$ cat config.mk
export PLATFORM = sky130hd
export DESIGN_NAME = ttt_turn_ctrl_flat
export DESIGN_NICKNAME = d
export VERILOG_FILES = /design/src/rtl/ttt_pkg.sv /design/src/rtl/ttt_turn_ctrl_if.sv /design/src/rtl/ttt_line_judge.sv /design/src/rtl/ttt_turn_ctrl.sv /design/src/flat_wrapper.sv
export SDC_FILE = /design/constraint.sdc
export NUM_CORES = 1
export LEC_CHECK = 0
export CAP_MARGIN = 15
export CORE_MARGIN = 2
export CORE_UTILIZATION = 30
export CTS_CLUSTER_SIZE = 28
export DETAILED_ROUTE_END_ITERATION = 8
export DONT_BUFFER_PORTS = 1
export SLEW_MARGIN = 20
export SYNTH_ARGS = -nofsm -noshare
export SYNTH_HDL_FRONTEND = slang
export SYNTH_HIERARCHICAL = 1
export SYNTH_SLANG_ARGS = --single-unit
export TNS_END_PERCENT = 10
$ cat constraint.sdc
create_clock -name clk -period 4.99 [get_ports clk]
set_input_delay 1.2475 -clock clk [delete_from_list [all_inputs] [get_ports clk]]
set_output_delay 1.2475 -clock clk [all_outputs]
set_load 0.02 [all_outputs]
$ cat src/rtl/ttt_pkg.sv
// Shared types and constants for the tic-tac-toe turn controller and
// anything else that needs to interpret the board (display, judge).
package ttt_pkg;

  typedef enum logic [2:0] {
    S_IDLE,
    S_WAIT,
    S_PLACE,
    S_JUDGE,
    S_OVER
  } state_t;

  typedef enum logic [1:0] {
    RES_RUN  = 2'b00,
    RES_X    = 2'b01,
    RES_O    = 2'b10,
    RES_DRAW = 2'b11
  } res_t;

  localparam int NUM_LINES = 8;

  // Occupancy masks, bit k-1 = cell k: three rows, three columns, two diagonals.
  localparam logic [8:0] LINE_MASK [NUM_LINES] = '{
    9'h007, 9'h038, 9'h1C0,
    9'h049, 9'h092, 9'h124,
    9'h111, 9'h054
  };

  // Board bit index for cell k (1..9): O lives at 19-2k, X at 18-2k.
  function automatic logic [4:0] cell_bit(input logic [3:0] k, input logic is_o);
    logic [4:0] k2;
    k2 = {k, 1'b0};
    return is_o ? (5'd19 - k2) : (5'd18 - k2);
  endfunction

endpackage

$ cat src/rtl/ttt_turn_ctrl_if.sv
// Keypad-side inputs and board/status outputs of the turn controller.
// master = keypad/menu/display side, slave = the controller itself.
interface ttt_turn_ctrl_if;
  logic [3:0]  key_data;
  logic        is_main;
  logic [17:0] board;
  logic        is_turn_o;
  logic [1:0]  result;
  logic [3:0]  move_count;
  logic        illegal;
  logic        busy;

  modport master (
    output key_data, is_main,
    input  board, is_turn_o, result, move_count, illegal, busy
  );

  modport slave (
    input  key_data, is_main,
    output board, is_turn_o, result, move_count, illegal, busy
  );
endinterface

$ cat src/rtl/ttt_line_judge.sv
// Combinational line check for one player's 9-bit occupancy.
// win_o: any row/column/diagonal complete; full_o: all nine cells held.
module ttt_line_judge
  import ttt_pkg::*;
(
  input  logic [8:0] occ_i,
  output logic       win_o,
  output logic       full_o
);

  // OR of all eight complete-line tests
  always_comb begin
    win_o = 1'b0;
    for (int i = 0; i < NUM_LINES; i++) begin
      if ((occ_i & LINE_MASK[i]) == LINE_MASK[i]) win_o = 1'b1;
    end
  end

  assign full_o = &occ_i;

endmodule

$ cat src/rtl/ttt_turn_ctrl.sv
// Tic-tac-toe turn sequencer: synchronises keypad codes, validates moves,
// writes the board, judges the mover and alternates turns, with an
// optional per-move timeout.
module ttt_turn_ctrl
  import ttt_pkg::*;
#(
  parameter int SYNC_STAGES    = 2,
  parameter int FIRST_O        = 0,
  parameter int TIMEOUT_CYCLES = 0
) (
  input  logic            clk,
  input  logic            rst,
  ttt_turn_ctrl_if.slave  bus
);

  localparam int            TW        = (TIMEOUT_CYCLES > 0) ? $clog2(TIMEOUT_CYCLES + 1) : 1;
  localparam logic [TW-1:0] TMR_LOAD  = TW'(TIMEOUT_CYCLES);
  localparam logic          TURN_INIT = (FIRST_O != 0);

  logic [SYNC_STAGES-1:0][3:0] sync_q;
  logic [3:0]    key_s, key_prev_q;
  logic          press, key_ok, tmo_hit;
  state_t        state_q, state_d;
  logic [17:0]   board_q, board_d;
  logic          turn_q, turn_d;
  res_t          res_q, res_d;
  logic [3:0]    mc_q, mc_d, cell_q, cell_d;
  logic [TW-1:0] tmr_q, tmr_d;
  logic          ill_q, ill_d;
  logic [8:0]    occ_x, occ_o, occ_all, occ_mv;
  logic          mv_win, mv_full;

  // Keypad synchroniser chain plus previous-key register for edge detection
  always_ff @(posedge clk or posedge rst) begin
    if (rst) begin
      sync_q     <= '0;
      key_prev_q <= '0;
    end else begin
      sync_q[0] <= bus.key_data;
      for (int i = 1; i < SYNC_STAGES; i++) sync_q[i] <= sync_q[i-1];
      key_prev_q <= key_s;
    end
  end

  assign key_s = sync_q[SYNC_STAGES-1];
  // Only a 0 -> nonzero transition counts; holding or rolling keys does not.
  assign press = (key_s != 4'd0) && (key_prev_q == 4'd0);

  for (genvar k = 1; k <= 9; k++) begin : g_occ
    assign occ_x[k-1] = board_q[18-2*k];
    assign occ_o[k-1] = board_q[19-2*k];
  end

  assign occ_all = occ_x | occ_o;
  assign occ_mv  = turn_q ? occ_o : occ_x;
  assign key_ok  = (key_s >= 4'd1) && (key_s <= 4'd9) && !occ_all[key_s - 4'd1];
  assign tmo_hit = (TIMEOUT_CYCLES != 0) && (tmr_q == TW'(1));

  ttt_line_judge u_judge (
    .occ_i  (occ_mv),
    .win_o  (mv_win),
    .full_o (mv_full)
  );

  // State and datapath registers
  always_ff @(posedge clk or posedge rst) begin
    if (rst) begin
      state_q <= S_IDLE;
      board_q <= '0;
      turn_q  <= TURN_INIT;
      res_q   <= RES_RUN;
      mc_q    <= '0;
      cell_q  <= '0;
      tmr_q   <= '0;
      ill_q   <= 1'b0;
    end else begin
      state_q <= state_d;
      board_q <= board_d;
      turn_q  <= turn_d;
      res_q   <= res_d;
      mc_q    <= mc_d;
      cell_q  <= cell_d;
      tmr_q   <= tmr_d;
      ill_q   <= ill_d;
    end
  end

  // Next-state and datapath updates; menu abort overrides everything below it
  always_comb begin
    state_d = state_q;
    board_d = board_q;
    turn_d  = turn_q;
    res_d   = res_q;
    mc_d    = mc_q;
    cell_d  = cell_q;
    tmr_d   = tmr_q;
    ill_d   = 1'b0;
    case (state_q)
      S_IDLE: begin
        board_d = '0;
        res_d   = RES_RUN;
        mc_d    = '0;
        turn_d  = TURN_INIT;
        if (!bus.is_main) begin
          state_d = S_WAIT;
          tmr_d   = TMR_LOAD;
        end
      end
      S_WAIT: begin
        tmr_d = tmr_q - TW'(1);
        if (press && key_ok) begin
          // A valid move on the expiry cycle beats the timeout.
          cell_d  = key_s;
          state_d = S_PLACE;
        end else begin
          if (press) ill_d = 1'b1;
          if (tmo_hit) begin
            res_d   = turn_q ? RES_X : RES_O;
            state_d = S_OVER;
          end
        end
      end
      S_PLACE: begin
        board_d[cell_bit(cell_q, turn_q)] = 1'b1;
        mc_d    = mc_q + 4'd1;
        state_d = S_JUDGE;
      end
      S_JUDGE: begin
        // A full mover mask always contains a line; folding it in is harmless
        // and keeps the judge's full flag meaningful here.
        if (mv_win || mv_full) begin
          res_d   = turn_q ? RES_O : RES_X;
          state_d = S_OVER;
        end else if (mc_q == 4'd9) begin
          res_d   = RES_DRAW;
          state_d = S_OVER;
        end else begin
          turn_d  = ~turn_q;
          tmr_d   = TMR_LOAD;
          state_d = S_WAIT;
        end
      end
      S_OVER: ;
      default: state_d = S_IDLE;
    endcase
    if (bus.is_main && (state_q != S_IDLE)) begin
      state_d = S_IDLE;
      board_d = '0;
      res_d   = RES_RUN;
      mc_d    = '0;
      turn_d  = TURN_INIT;
      ill_d   = 1'b0;
    end
  end

  assign bus.board      = board_q;
  assign bus.is_turn_o  = turn_q;
  assign bus.result     = res_q;
  assign bus.move_count = mc_q;
  assign bus.illegal    = ill_q;
  assign bus.busy       = (state_q == S_PLACE) || (state_q == S_JUDGE);

endmodule

$ cat src/flat_wrapper.sv
// flat-port wrapper written by rule: the top's interface ports become plain ports
module ttt_turn_ctrl_flat import ttt_pkg::*;
#(
  parameter int SYNC_STAGES    = 2,
  parameter int FIRST_O        = 0,
  parameter int TIMEOUT_CYCLES = 0
)
  (clk, rst, bus_key_data, bus_is_main, bus_board, bus_is_turn_o, bus_result, bus_move_count, bus_illegal, bus_busy);
  ttt_turn_ctrl_if bus_i ();
  input  logic clk;
  input  logic rst;
  input wire logic [$bits(bus_i.key_data)-1:0] bus_key_data;
  input wire logic [$bits(bus_i.is_main)-1:0] bus_is_main;
  output wire logic [$bits(bus_i.board)-1:0] bus_board;
  output wire logic [$bits(bus_i.is_turn_o)-1:0] bus_is_turn_o;
  output wire logic [$bits(bus_i.result)-1:0] bus_result;
  output wire logic [$bits(bus_i.move_count)-1:0] bus_move_count;
  output wire logic [$bits(bus_i.illegal)-1:0] bus_illegal;
  output wire logic [$bits(bus_i.busy)-1:0] bus_busy;
  assign bus_i.key_data = bus_key_data;
  assign bus_i.is_main = bus_is_main;
  assign bus_board = bus_i.board;
  assign bus_is_turn_o = bus_i.is_turn_o;
  assign bus_result = bus_i.result;
  assign bus_move_count = bus_i.move_count;
  assign bus_illegal = bus_i.illegal;
  assign bus_busy = bus_i.busy;
  ttt_turn_ctrl #(.SYNC_STAGES(SYNC_STAGES), .FIRST_O(FIRST_O), .TIMEOUT_CYCLES(TIMEOUT_CYCLES)) u_core (.clk(clk), .rst(rst), .bus(bus_i));
endmodule
Yosys cells after proc, flatten, opt, wreduce, memory -nomap -nowiden
Index checks and enable logic that the tools add are counted.
Storage, ports and cells
  flip-flop bits (word level): 45
  latch bits: 0
  RAM bits: 0
  ROM bits: 0
  input bits: 7
  word-level logic and storage cells: 98
  memories: 0
Operators by class
  add/sub/neg operators: 4
  multipliers: 0
  divide/modulo/power cells: 0
  order comparisons: 5
  eq/ne operators: 19
  shift operators: 0
  muxes and demuxes: 37
  bitwise gates (word level): 3
  reductions and logical operators: 20
Operator list (count)
  18-bit case mux with 2 select lines: 1
  3-bit equality test, second input constant: 9
  18-bit 2-to-1 mux: 1
  18-bit bitwise OR: 1
  1-bit 2-to-1 mux: 17
  3-bit 2-to-1 mux: 5
  3-bit case mux with 5 select lines: 1
  5-bit subtractor, first input constant: 2
  9-bit 2-to-1 mux: 1
  9-bit bitwise OR: 1
  9-bit AND reduction: 1
  3-bit nonzero test: 3
  2-bit 2-to-1 mux: 4
  4-bit case mux with 2 select lines: 1
  3-bit by 2-bit equality test with 1-bit output, second input constant: 2
  1-bit logical AND: 6
  5-bit by 6-bit < comparator with 1-bit output, second input constant: 1
  3-bit inequality test, second input constant: 2
  3-bit AND reduction: 2
  1-bit demux with 5-bit select: 1
  5-bit by 1-bit >= comparator with 1-bit output, second input constant: 1
  4-bit by 5-bit < comparator with 1-bit output, second input constant: 1
  5-bit 2-to-1 mux: 1
  4-bit by 1-bit adder with 4-bit output, second input constant: 1
  20 further kinds: 22

Depth between registers and ports, before layout
Gate-level depths: netlist (run 1).
  depth in word-level cells: 14
  mapped depth: 10
  mapped depth without buffers: 9

Hierarchy
Netlist (run 1), hierarchy kept.
By module, submodules not included
  ttt_turn_ctrl: times used 1, cells each 205, area an instance 2159.6 sq um, seq. area each 1126.1 sq um
  ttt_line_judge: times used 1, cells each 10, area an instance 65.1 sq um, seq. area each 0.0 sq um

Least setup slack after synthesis (run 1)
Ideal clock, no wire load.
  kind: reg-to-reg
  start point: reg u_core.turn_q (netlist: u_core/bus.is_turn_o)
  end point: reg u_core.res_q[1] (netlist: u_core/bus.result[1])
  setup time: 0.129 ns
  arrival time: 2.488 ns
  data required time: 4.861 ns
  path slack: 2.373 ns
  cell stages (with the launch flop): 11
  path buffers: 1
  period minus slack after synthesis: 2.617 ns
  cell sequence: dfrtp_1 clkbuf_1 mux2_2 a22o_1 a22oi_1 nand4_1 nor2_1 o21ai_0 and3_1 o21ba_2 mux2i_1
On the way
  elaborated cells on any way between the ends: 25
  those cells by class: 9 x eq/ne; 13 x mux; 3 x reduce/logical
RTL lines
  start: declaration: RTL line ttt_turn_ctrl.sv:25  | logic turn_q, turn_d;
  start signal: assignment: RTL line ttt_turn_ctrl.sv:79  | turn_q <= turn_d;
  9-bit 2-to-1 mux *: RTL line ttt_turn_ctrl.sv:55  | assign occ_mv = turn_q ? occ_o : occ_x;
  named net u_core.occ_mv[4]: RTL line ttt_turn_ctrl.sv:30  | logic [8:0] occ_x, occ_o, occ_all, occ_mv;
  3-bit equality test: RTL line ttt_line_judge.sv:15  | if ((occ_i & LINE_MASK[i]) == LINE_MASK[i]) win_o = 1'b1;
  1-bit 2-to-1 mux (6 in a row): RTL line ttt_line_judge.sv:15
  1-bit 2-to-1 mux *: RTL line ttt_line_judge.sv:15
  named net u_core.mv_win: RTL line ttt_turn_ctrl.sv:31  | logic mv_win, mv_full;
  1-bit logical OR *: RTL line ttt_turn_ctrl.sv:131  | if (mv_win || mv_full) begin
  2-bit 2-to-1 mux: RTL line ttt_turn_ctrl.sv:131
  2-bit case mux with 2 select lines: RTL line ttt_turn_ctrl.sv:98  | case (state_q)
  2-bit 2-to-1 mux: RTL line ttt_turn_ctrl.sv:146  | if (bus.is_main && (state_q != S_IDLE)) begin
  end signal: assignment: RTL line ttt_turn_ctrl.sv:80  | res_q <= res_d;
  end: declaration: RTL line ttt_turn_ctrl.sv:26  | res_t res_q, res_d;
Mark *: on every way through the listed nets, which the timed path passes. The rest lies on a longest branch.
A chain may end at the register's enable or synchronous reset.

Worst setup path after layout (run 1)
  start point: reg u_core.turn_q (netlist: u_core/bus.is_turn_o)
  end point: reg u_core.state_q[0]
On the way
  elaborated cells on any way between the ends: 22
  those cells by class: 8 x eq/ne; 12 x mux; 2 x reduce/logical
RTL lines
  9-bit 2-to-1 mux *: RTL line ttt_turn_ctrl.sv:55
  named net u_core.occ_mv[4]: RTL line ttt_turn_ctrl.sv:30
  3-bit equality test: RTL line ttt_line_judge.sv:15
  1-bit 2-to-1 mux (6 in a row): RTL line ttt_line_judge.sv:15
  1-bit 2-to-1 mux *: RTL line ttt_line_judge.sv:15
  named net u_core.mv_win: RTL line ttt_turn_ctrl.sv:31
  1-bit logical OR *: RTL line ttt_turn_ctrl.sv:131
  3-bit 2-to-1 mux *: RTL line ttt_turn_ctrl.sv:131
  3-bit case mux with 5 select lines *: RTL line ttt_turn_ctrl.sv:98
  3-bit 2-to-1 mux *: RTL line ttt_turn_ctrl.sv:146
  end signal: assignment: RTL line ttt_turn_ctrl.sv:77  | state_q <= state_d;
  end: declaration: RTL line ttt_turn_ctrl.sv:23  | state_t state_q, state_d;
Marks and branches as above.

==> impl_metrics.tcl, run 1 <==
set metrics [dict create \
    status "complete, no violations" \
    final_area_sq_um 2430 \
    fmax_ghz 0.339 \
    port_buffers 0 \
    ys_ff_latch 45 \
    hpwl_microns 3620 \
    rsz0062_at_grt "false" \
    clkTransAtPathRegs_ns 0.09 \
    synth_top_area_cell "dfrtp_1" \
    ys_types 45 \
    ctsResizeCount 0 \
    ys.flop_type "dfrtp_1" \
    synth_top_family_by_area "simple AND/OR/NAND/NOR gates" \
    period_needed_ns 2.95 \
    synth_area_leaders "dfrtp_1, mux2_2, o21ai_0, nand2_1, ha_1" \
    hold_class "reg -> reg" \
    hold_viol 0 \
    vias_per_cell 5.19 \
    drc 0 \
    final_nets 226 \
    globalRouteOverflowTotal 0 \
    start_util_pct 30.8 \
    vias 1623 \
    setup_viol 0 \
    synth_edf_count 0 \
    grt_max_degree 46 \
    diodes 0 \
    setup-tns-final_ns 0 \
    r2r-start "u_core/bus.is_turn_o" \
    r2r_setup_slack_ns 2.04 \
    synth_common_cells "dfrtp_1, nand2_1, o21ai_0" \
    yosys_warnings 6 \
    syn_nets 228 \
    root_buffer "clkbuf_8" \
    fillers 754 \
    hold_path_startpoint "u_core/sync_q[3]" \
    r2r-end "u_core/state_q[0]" \
    placementRows 31 \
    ant_nets 0 \
    die_h_microns 90.1 \
    critPathCaptureType "register" \
    fin_skew_ns 0.0117 \
    synthAdderAreaFrac_pct 3.37 \
    slew_violations 0 \
    slew_headroom_pct 38.7 \
    cts_hold_buffers 0 \
    muxShareOfSynthArea_pct 8.38 \
    grt_first_pass_wirelength_microns 8360 \
    synthDominantCellAreaShare_pct 50.6 \
    fin_crit_sh_pct 59.1 \
    cp_max_fo 22 \
    endpoint "u_core/state_q[0]" \
    clock_latency_ns 0.30 \
    post-cts-setup-buffers 0 \
    synth_xor_area_share_pct 1.18 \
    die-area_sq_um 8120 \
    clockBufferDepth 2 \
    grt_pass1_vias 1529 \
    synth_most_common_cell "dfrtp_1" \
    crit_chain "mux2_2 > a22o_1 > a22oi_1 > nand4_1 > nor2_1 > o21ai_0 > and3_1 > a2111oi_1" \
    cp.required_ns 5.17 \
    syn_area_sq_um 2220 \
    htree_levels 2 \
    async_flop_share_pct 100 \
    critPathKind "reg -> reg" \
    grt_usage_pct 13.0 \
    area.growth.synth_to_final_pct 9.06 \
    place.gp.congestion 0.871 \
    drt_iter0_markers 65 \
    critPathArrivalTime_ns 3.13 \
    cp_slowest_cell "dfrtp_1" \
    antenna_found_initial 0 \
    dr.pass1.iters 4 \
    ir_drop_mv 0.140 \
    syn_area_per_cell_sq_um 10.3 \
    ios 34 \
    drive_gt1_share_pct 12.1 \
    yosysSeqAreaShare_pct 50.6 \
    leakage_nw 1.01 \
    coreArea_sq_um 7210 \
    final_core_util_pct 33.6 \
    cts-buffers-inserted 5 \
    cts.sinks 45 \
    place_area_sq_um 2310 \
    critPathLaunchType "register" \
    power_density_nw_per_um2 317 \
    drt-total-wl_microns 5070 \
    tightest_slew_ns 0.918 \
    die_x_microns 90.1 \
    crit_start "u_core/bus.is_turn_o" \
    slowest_delay_ns 0.90 \
    maxCapViolations 0 \
    wl_per_cell_microns 16.2 \
    synth_compound_area_share_pct 13.7 \
    cts_tree "done" \
    synthSimpleGateAreaFrac_pct 19.7 \
    reg2regPathDepth 8 \
    synth_cells 215 \
]
worst min-delay path by stage:
stage                            endpoint  slack [ns]  cells after the start
after detailed placement  u_core/key_s[3]        0.33                      0
after global routing      u_core/key_s[2]        0.36                      0
after global placement    u_core/key_s[3]        0.33                      0
after CTS                 u_core/key_s[3]        0.35                      0
final                     u_core/key_s[3]        0.35                      0
after floorplan           u_core/key_s[0]        0.33                      0
through the flow:
step,std cells,worst slack [ns],total power [W],hold WS [ns]
floorplan,215,2.37,0.000470,0.331
global placement,305,2.15,0.000491,0.334
detailed placement,305,2.08,0.000494,0.335
CTS,313,2.05,0.000777,0.353
global route,313,1.89,0.000811,0.362
finish,313,2.04,0.000769,0.350
layout by cell type, fill, tap and decap left out, types with 2 or more instances in the layout:
cell	Yosys	layout
mux2_2	9	9
mux2_4	3	3
a22oi_1	2	2
nand2_1	25	25
nor2_1	17	16
nand3b_1	4	4
a22o_1	2	2
a21oi_1	6	6
nor3_1	6	6
nand2b_1	3	3
dfrtp_1	45	45
nor4_1	4	4
inv_1	7	6
or4b_1	2	2
o41ai_1	4	4
mux2i_1	4	4
nand3_1	8	8
nand4_1	2	2
nor2_2	1	2
and3_1	2	2
o21ai_0	20	20
clkbuf_8	0	6
or3_1	2	2
nor4b_1	2	2
ha_1	6	6
xnor2_1	3	3
registers in the layout (all words and copies together) (netlist names):
name                   cells
u_core/state_q             3
u_core/bus.is_turn_o       1
u_core/bus.result          2
u_core/bus.illegal         1
u_core/key_prev_q          4
u_core/cell_q              4
u_core/sync_q              4
u_core/key_s               4
u_core/bus.board          18
u_core/bus.move_count      4
layer usage:
layer	part of all wire (%)	wire, microns	track usage (%)
met4	0.87	44	4.10
met5	0	0	0
met2	45	2280	18.0
met3	7.7	388	4.86
met1	46	2350	18.8
critical path: cells and delay by family (launching register included):
| family | cells | cell delay, ns |
|---|---|---|
| and+or+nand+nor | 3 | 0.54 |
| AOI/OAI and AO/OA | 4 | 0.94 |
| muxes | 1 | 0.45 |
| DFF | 1 | 0.90 |
power breakdown:
group          internal [W]  switching [W]
combinational     0.0000349      0.0000586
clock              0.000163       0.000118
sequential         0.000378      0.0000154
layout make-up:
| class | instances | area (sq um) | area share [%] |
|---|---|---|---|
| clock buffers | 7 | 86.3 | 3.56 |
| clock inverters | 1 | 30.0 | 1.24 |
| inverters | 7 | 26.3 | 1.08 |
| multi-input cells | 154 | 1030 | 42.6 |
| flip-flops and latches | 45 | 1130 | 46.4 |
| well taps | 99 | 124 | 5.11 |
cell families after synthesis:
family,after synthesis
AOI/OAI and AO/OA,46
xor gates and xnor gates,3
adders and majority gates,6
buffers and inverters,16
DFF,45
muxes,16
and+or+nand+nor,83
No activity file was read; power rests on OpenSTA's default activity.
==> run 2: changes to the inputs <==
==> constraint.sdc (replaced) <==
create_clock -name clk -period 2.94 [get_ports clk]
set_input_delay 0.735 -clock clk [delete_from_list [all_inputs] [get_ports clk]]
set_output_delay 0.735 -clock clk [all_outputs]
set_load 0.02 [all_outputs]
==> run 2 against run 1 <==
  * Global-route usage fell by 0.40 points
  * Non-clock buffer count rose by 3
  * Core utilization rose by 0.35 points
  * Highest routed layer unchanged
==> impl_metrics.tcl, run 2 (same netlist as run 1, synthesis figures left out) <==
set metrics [dict create \
    port_buffers 0 \
    final_nets 229 \
    slew_headroom_pct 39.5 \
    root_buffer "clkbuf_8" \
    ir_drop_mv 0.224 \
    cp_max_fo 15 \
    maxCapViolations 0 \
    fin_hold_ws_ns 0.353 \
    instances_no_fill 316 \
    crit_start "u_core/bus.is_turn_o" \
    layout_commonest_cell "dfrtp_1" \
    status "complete, no violations" \
    clkPwrFrac_pct 37.2 \
    fin_ws_ns 0.232 \
    cts_hold_buffers 0 \
    grt_pass1_vias 1564 \
    power_density_nw_per_um2 536 \
    hold_path_startpoint "u_core/sync_q[2]" \
    die_x_microns 90.1 \
    drive_gt1_share_pct 13.8 \
    critPathLaunchType "register" \
    vias 1654 \
    drt_iter0_markers 101 \
    r2r_setup_slack_ns 0.23 \
    dr.pass1.iters 4 \
    ant_nets 0 \
    vias_per_cell 5.23 \
    fmax_ghz 0.369 \
    drt-total-wl_microns 5010 \
    slew_violations 0 \
    htree_levels 2 \
    critPathArrivalTime_ns 2.86 \
    wl_per_cell_microns 15.9 \
    hold_viol 0 \
    antenna_found_initial 0 \
    critPathKind "reg -> reg" \
    hpwl_microns 3640 \
    clock_latency_ns 0.29 \
    clockBufferDepth 2 \
    cp_slowest_cell "dfrtp_2" \
    setup_viol 0 \
    p_comb_share_pct 12.1 \
    setup-tns-final_ns 0 \
    dp_slack_ns 0.166 \
    grt_usage_pct 12.6 \
    cp.required_ns 3.10 \
    cts.sinks 45 \
    cp_num_buf_inv 0 \
    fin_crit_sh_pct 92.1 \
    die_h_microns 90.1 \
    coreArea_sq_um 7210 \
    drc 0 \
    grt_max_degree 46 \
    cp_top_family "compound AO/OA/AOI/OAI gates" \
    switching_share_pct 25.5 \
    p_int_w 0.000979 \
    hold_class "reg -> reg" \
    rsz0062_at_grt "false" \
    grt_first_pass_wirelength_microns 8180 \
    die-area_sq_um 8120 \
    post-cts-setup-buffers 0 \
    globalRouteOverflowTotal 0 \
    dpl.cell_count 308 \
    placementRows 31 \
    ctsResizeCount 0 \
    diodes 0 \
    place.gp.congestion 0.826 \
    start_util_pct 30.8 \
    clkTransAtPathRegs_ns 0.09 \
    tightest_slew_ns 0.907 \
    p_sw_w 0.000335 \
    r2r-start "u_core/bus.is_turn_o" \
    pwr-share-seq_pct 50.7 \
    crit_chain "mux2_2 > a22o_1 > a22oi_1 > nand4_1 > nor2_1 > o21ai_0 > and3_1 > a2111oi_1" \
    cts_tree "done" \
    fin_skew_ns 0.00619 \
    ios 34 \
    area.growth.synth_to_final_pct 10.2 \
    slowest_delay_ns 0.55 \
    critPathCaptureType "register" \
    period_needed_ns 2.71 \
    cts-buffers-inserted 5 \
    layout_common_cells "dfrtp_1, nand2_1, o21ai_0, nor2_1, mux2_2" \
    largest_reg_flops 18 \
    leakage_nw 1.02 \
]
-- run 2: cell type report --
| type | instances | area [sq um] |
|---|---|---|
| Fill cell | 757 | 4760 |
| Timing Repair Buffer | 3 | 22.5 |
| Clock buffer | 6 | 82.6 |
| Sequential cell | 45 | 1130 |
| Inverter | 7 | 26.3 |
| Clock inverter | 2 | 37.5 |
| Tap cell | 99 | 124 |
| Multi-Input combinational cell | 154 | 1030 |
-- run 2: stage by stage --
| step | utilization [%] | area (sq um) | total power (W) |
|---|---|---|---|
| 2_1_floorplan | - | 2220 | 0.000798 |
| 3_3_place_gp | 32.3 | 2330 | 0.000835 |
| 3_5_place_dp | 32.3 | 2330 | 0.000837 |
| 4_1_cts | 34.0 | 2450 | 0.00133 |
| 5_1_grt | 34.0 | 2450 | 0.00137 |
| 6_report | 34.0 | 2450 | 0.00131 |
-- run 2: final timing paths --
path / end / cells past startpoint
max: u_core/state_q[0] / 8
min: u_core/key_s[2] / 0
max reg2reg: u_core/state_q[0] / 8
min reg2reg: u_core/key_s[2] / 0
max in group asynchronous: u_core/bus.is_turn_o / 1
min in group asynchronous: u_core/bus.move_count[3] / 1
-- run 2: power by group through the flow --
stage	combinational, W	sequential (W)	clock [W]
final	0.000159	0.000666	0.000489
after global routing	0.000175	0.000669	0.000526
after detailed placement	0.000160	0.000678	0
after CTS	0.000160	0.000665	0.000504
after floorplan	0.000129	0.000669	0
after global placement	0.000158	0.000677	0
-- run 2: per-layer routing --
layer / up-vias / part of all wire [%] / track usage (%) / wire, microns
met3: 6 / 8.4 / 4.95 / 423
met4: 0 / 0.98 / 3.97 / 49
met5: - / 0 / 0 / 0
met1: 817 / 47 / 17.6 / 2360
met2: 49 / 44 / 18.0 / 2180
li1: 782 / - / - / -
